[config.mk]
export PLATFORM = sky130hd
export DESIGN_NAME = wishbone_arbiter
export DESIGN_NICKNAME = d
export VERILOG_FILES = /design/src/rtl/wishbone_arbiter.sv
export SDC_FILE = /design/constraint.sdc
export NUM_CORES = 1
export LEC_CHECK = 0
export ABC_AREA = 0
export CAP_MARGIN = 15
export CORE_MARGIN = 3
export CORE_UTILIZATION = 50
export DETAILED_ROUTE_END_ITERATION = 8
export DONT_BUFFER_PORTS = 1
export GPL_ROUTABILITY_DRIVEN = 0
export GPL_TIMING_DRIVEN = 0
export SETUP_SLACK_MARGIN = 0.2
export SYNTH_ARGS = -nofsm -noshare
export SYNTH_HDL_FRONTEND = slang
export SYNTH_SLANG_ARGS = --single-unit
[constraint.sdc]
create_clock -name clk_i -period 1.7 [get_ports clk_i]
set_input_delay 0.255 -clock clk_i [delete_from_list [all_inputs] [get_ports clk_i]]
set_output_delay 0.255 -clock clk_i [all_outputs]
set_load 0.02 [all_outputs]
[src/rtl/wishbone_arbiter.sv]
// Round-robin arbiter sharing one Wishbone slave port among NUM_MASTERS masters.
// An owner keeps the bus until it drops cyc; a hold watchdog reclaims it from unacknowledged owners.
module wishbone_arbiter #(
    parameter int NUM_MASTERS   = 2,
    parameter int ADDRESS_WIDTH = 16,
    parameter int DATA_WIDTH    = 8,
    parameter int DATA_BYTES    = 1,
    parameter int MAX_HOLD      = 64
) (
    input  logic                                 clk_i,
    input  logic                                 rst_n_i,
    input  logic [NUM_MASTERS-1:0]               m_cyc_i,
    input  logic [NUM_MASTERS-1:0]               m_stb_i,
    input  logic [NUM_MASTERS-1:0]               m_we_i,
    input  logic [NUM_MASTERS*ADDRESS_WIDTH-1:0] m_adr_i,
    input  logic [NUM_MASTERS*DATA_WIDTH-1:0]    m_dat_i,
    input  logic [NUM_MASTERS*DATA_BYTES-1:0]    m_sel_i,
    input  logic [NUM_MASTERS*3-1:0]             m_cti_i,
    output logic [NUM_MASTERS-1:0]               m_ack_o,
    output logic [NUM_MASTERS-1:0]               m_busy_o,
    output logic [DATA_WIDTH-1:0]                m_dat_o,
    output logic                                 s_cyc_o,
    output logic                                 s_stb_o,
    output logic                                 s_we_o,
    output logic [ADDRESS_WIDTH-1:0]             s_adr_o,
    output logic [DATA_WIDTH-1:0]                s_dat_o,
    output logic [DATA_BYTES-1:0]                s_sel_o,
    output logic [2:0]                           s_cti_o,
    input  logic                                 s_ack_i,
    input  logic [DATA_WIDTH-1:0]                s_dat_i,
    output logic [NUM_MASTERS-1:0]               grant_o,
    output logic                                 watchdog_o
);

    localparam int LW = $clog2(NUM_MASTERS);
    localparam int HW = $clog2(MAX_HOLD + 1);
    localparam logic [LW-1:0] LAST_RST   = LW'(NUM_MASTERS - 1);
    localparam logic [HW-1:0] HOLD_LIMIT = HW'(MAX_HOLD);

    typedef enum logic {
        IDLE    = 1'b0,
        GRANTED = 1'b1
    } state_t;

    state_t                 state_q, state_d;
    logic [NUM_MASTERS-1:0] grant_q, grant_d;
    logic [LW-1:0]          last_q, last_d;
    logic [HW-1:0]          hold_cnt_q, hold_cnt_d;
    logic [NUM_MASTERS-1:0] mask_q, mask_d;
    logic                   watchdog_q, watchdog_d;

    logic [NUM_MASTERS-1:0] req;
    logic [NUM_MASTERS-1:0] win_onehot;
    logic [LW-1:0]          winner;
    logic                   found;
    logic                   owner_cyc;
    logic [HW-1:0]          hold_inc;

    // Round-robin pick: scan last+1, last+2, ... so the previous owner comes last.
    always_comb begin
        req        = m_cyc_i & ~mask_q;
        found      = 1'b0;
        winner     = last_q;
        win_onehot = '0;
        for (int i = 1; i <= NUM_MASTERS; i++) begin
            if (!found && req[(int'(last_q) + i) % NUM_MASTERS]) begin
                found  = 1'b1;
                winner = LW'((int'(last_q) + i) % NUM_MASTERS);
            end
        end
        if (found) begin
            win_onehot[winner] = 1'b1;
        end
    end

    always_comb begin
        owner_cyc  = |(m_cyc_i & grant_q);
        hold_inc   = hold_cnt_q + 1'b1;
        state_d    = state_q;
        grant_d    = grant_q;
        last_d     = last_q;
        hold_cnt_d = hold_cnt_q;
        mask_d     = mask_q & m_cyc_i;
        watchdog_d = 1'b0;
        case (state_q)
            IDLE: begin
                if (found) begin
                    state_d    = GRANTED;
                    grant_d    = win_onehot;
                    last_d     = winner;
                    hold_cnt_d = '0;
                end
            end
            GRANTED: begin
                // A normal release outranks a simultaneous watchdog expiry.
                if (!owner_cyc) begin
                    state_d = IDLE;
                    grant_d = '0;
                end else if (s_ack_i) begin
                    hold_cnt_d = '0;
                end else if (hold_inc == HOLD_LIMIT) begin
                    mask_d     = mask_d | grant_q;
                    watchdog_d = 1'b1;
                    state_d    = IDLE;
                    grant_d    = '0;
                    hold_cnt_d = '0;
                end else begin
                    hold_cnt_d = hold_inc;
                end
            end
            default: begin
                state_d = IDLE;
                grant_d = '0;
            end
        endcase
    end

    always_ff @(posedge clk_i or negedge rst_n_i) begin
        if (!rst_n_i) begin
            state_q    <= IDLE;
            grant_q    <= '0;
            last_q     <= LAST_RST;
            hold_cnt_q <= '0;
            mask_q     <= '0;
            watchdog_q <= 1'b0;
        end else begin
            state_q    <= state_d;
            grant_q    <= grant_d;
            last_q     <= last_d;
            hold_cnt_q <= hold_cnt_d;
            mask_q     <= mask_d;
            watchdog_q <= watchdog_d;
        end
    end

    // grant_q is all zero in IDLE, so the one-hot mux naturally forces the slave side to 0.
    always_comb begin
        s_cyc_o = 1'b0;
        s_stb_o = 1'b0;
        s_we_o  = 1'b0;
        s_adr_o = '0;
        s_dat_o = '0;
        s_sel_o = '0;
        s_cti_o = '0;
        for (int k = 0; k < NUM_MASTERS; k++) begin
            if (grant_q[k]) begin
                s_cyc_o = m_cyc_i[k];
                s_stb_o = m_stb_i[k];
                s_we_o  = m_we_i[k];
                s_adr_o = m_adr_i[k*ADDRESS_WIDTH +: ADDRESS_WIDTH];
                s_dat_o = m_dat_i[k*DATA_WIDTH +: DATA_WIDTH];
                s_sel_o = m_sel_i[k*DATA_BYTES +: DATA_BYTES];
                s_cti_o = m_cti_i[k*3 +: 3];
            end
        end
    end

    assign m_ack_o    = grant_q & {NUM_MASTERS{s_ack_i}};
    assign m_busy_o   = {NUM_MASTERS{state_q == GRANTED}} & ~grant_q;
    assign m_dat_o    = s_dat_i;
    assign grant_o    = grant_q;
    assign watchdog_o = watchdog_q;

endmodule
==> results.json <==
{
  "grtUsageTotal": 0.3811,
  "fin_nets": 236,
  "hold_viol_final": 0,
  "worstHoldStart": "m_cyc_i[0]",
  "cp.required_ps": 1440,
  "cap_violations": 0,
  "drtIter0Drc": 86,
  "fin_ws_ps": -88.57,
  "yosys.area.top_type": "dfrtp_1",
  "yosysMostFrequentCell": "a22o_1",
  "drive_gt1_frac": 0.6313,
  "postSynth.asyncResetShare": 1.000,
  "cts_max_level": 1,
  "multi_input_area_um2": 1096,
  "powerDensity_nw_per_um2": 1789,
  "setup_viol_count_final": 30,
  "tightest_slew_ps": 698.4,
  "ys_top_cells_by_area": "dfrtp_1, a22o_1, buf_4, o21ai_0, nand2_1",
  "worstPathCellList": "inv_2, nor2_4, buf_6, buf_16, a22o_4",
  "max_slew_margin": 0.5329,
  "grt_pass1_wl_um": 7617,
  "dieArea_um2": 2942,
  "power.leakage_uw": 0.0008714,
  "synth_fp_nets": 213,
  "r2r_end": "mask_q[1]",
  "clkTransAtPathRegs_ps": 90,
  "r2r_setup_slack_ps": -80,
  "clock_latency_ps": 290,
  "hold_depth": 1,
  "cts-root-buf": "clkbuf_4",
  "synth_top_area_frac": 0.2796,
  "critPathBufInv": 3,
  "die_h_um": 54.24,
  "grt_max_degree": 15,
  "num_antenna_cells": 0,
  "cpMaxStageDelayCell": "dfrtp_2",
  "clockBufferDepth": 2,
  "synth_cells": 138,
  "reg2regPathDepth": 5,
  "crit_path_max_fanout": 8,
  "netlist_area_um2": 1164,
  "outcome": "finished with violations",
  "port_buffers": 0,
  "met1_length_um": 1951,
  "antenna_found_initial": 0,
  "fin_cells": 187,
  "synth.distinct_cells": 36,
  "preCtsSetupSlack_ps": -30.27,
  "grt_pass1_vias": 1473,
  "whs_endpoint": "mask_q[0]",
  "via_per_inst": 7.711,
  "ir_drop_mv": 1.410,
  "violations": "negative setup slack",
  "ys.flop_type": "dfrtp_1",
  "top_layer": "met4",
  "dp_hpwl_um": 2654,
  "dp_cells": 165,
  "rows": 16,
  "n_fill_cell": 52,
  "startpoint_type": "flip-flop",
  "cp-end-kind": "primary output",
  "cpPeakStageDelay_ps": 520,
  "cts_sinks": 14,
  "fmax_ghz": 0.5591,
  "fin_crit_ps": 1789,
  "antenna_left": 0,
  "fin_skew_ps": 1.503,
  "die_w_um": 54.24,
  "postRouteWirelength_um": 6117,
  "period_share": 1.052,
  "synth_seq_cells": 14,
  "num_vias": 1442,
  "num_io_pins": 119,
  "wl_per_cell_um": 32.71,
  "overflow": 0,
  "yosys_warnings": 0,
  "min_path_type": "in2reg",
  "core_um2": 2082,
  "slew_violations": 0,
  "cts_buffers": 3,
  "met2RoutedLength_um": 2940,
  "syn_area_per_cell_um2": 8.432,
  "crit-reg2reg-launch": "grant_o[0]",
  "route.met3.wl_um": 711,
  "syn_to_final_growth_pct": 69.78,
  "firstDrtPassIters": 5,
  "cp.arrival_ps": 1530,
  "synthTopCellsByCount": "a22o_1, dfrtp_1, nand2_1, o21ai_0",
  "crit_type": "reg2out",
  "ys_seq_area_frac": 0.3022,
  "initial_core_util": 0.5589,
  "regArea_um2": 357.8,
  "critical_path.top_delay_family": "flip-flops",
  "rsz0062_at_grt": "true",
  "synth_edf_count": 0,
  "drc": 0,
  "cts_tree": "done",
  "p_total_uw": 3534
}
[worst reg2reg max path, stage by stage (launching register included)]
cell and delay [ps]:
dfrtp_2 530, a22oi_1 210, or3_1 380, clkbuf_4 200, nor3_4 230, a22o_1 170
[registers in the layout (all words and copies together) (netlist names)]
register and count:
state_q 1, mask_q 2, hold_cnt_q 7, last_q 1, watchdog_o 1, grant_o 2
[cell usage in the layout (no fill, tap or decap), types with 2 or more instances in the layout]
cell,count
a21o_1,2
a21oi_1,2
a22o_1,2
a22o_4,29
and3_4,2
buf_4,16
buf_6,5
buf_8,2
clkbuf_16,4
clkbuf_4,6
clkbuf_8,4
dfrtp_1,8
dfrtp_2,5
ha_4,2
inv_1,3
inv_2,2
nand2_1,11
nand2b_1,3
nand3_1,3
nor2_1,3
nor2_2,2
nor2_4,4
nor3_4,2
o211ai_1,2
o21ai_0,7
o21ai_2,3
o21ai_4,2
xnor2_1,2
[worst max-delay path by stage]
stage / startpoint / end / slack, ps / cells past startpoint
after floorplan: grant_o[0] / s_adr_o[11] / 160 / 5
after global placement: grant_o[0] / s_adr_o[7] / -1 / 5
after detailed placement: grant_o[0] / s_adr_o[7] / -30 / 5
after CTS: grant_o[0] / s_adr_o[7] / -30 / 5
after global routing: grant_o[0] / mask_q[1] / -190 / 5
final: grant_o[0] / s_adr_o[5] / -90 / 5
[cell families after synthesis]
kind of cell             after synthesis  synth area share
AND/OR/NAND/NOR                       37            0.1613
AO/OA/AOI/OAI                         58            0.3828
XOR/XNOR                               3           0.02258
adder cells (fa/ha/maj)                2           0.02150
buffers and inverters                 24            0.1097
flip-flops                            14            0.3022
[metal layers]
layer / track usage / vias to the layer above
met5: 0 / -
met4: 0.2780 / 0
met3: 0.1090 / 48
met2: 0.6534 / 172
met1: 0.3919 / 662
li1: - / 560
[stage by stage]
step	hold slack, ps	setup TNS, ps	util	area, µm²
2_1_floorplan	-40.59	0	-	1189
5_1_grt	95.11	-4373	0.9489	1976
4_1_cts	100.6	-390.7	0.9255	1927
3_5_place_dp	-40.26	-159.5	0.5871	1222
6_report	92.17	-1462	0.9489	1976
3_3_place_gp	-40.28	-1.124	0.5871	1222
[report_power, final]
part / total [µW] / internal [µW] / switching, µW
Sequential: 578 / 413 / 165
Clock: 258 / 131 / 127
Combinational: 2700 / 1270 / 1430
Total: 3530 / 1810 / 1720
[final cells by class]
type | count | share of cell area
multi-input combinational | 100 | 0.5548
sequential | 14 | 0.1811
buffer | 19 | 0.1127
timing repair buffer | 18 | 0.1064
clock buffer | 4 | 0.01837
tap | 27 | 0.01710
inverter | 5 | 0.009500
[what timing repair did]
item,4_1_cts,5_1_grt
gates resized for setup,103,5
hold buffers,1,0
hold endpoints to repair,14,0
buffers inserted,11,1
pin swaps,20,10
cloned,4,1
endpoints found under the setup margin,47,48
Power figures use the tool's default switching activity.
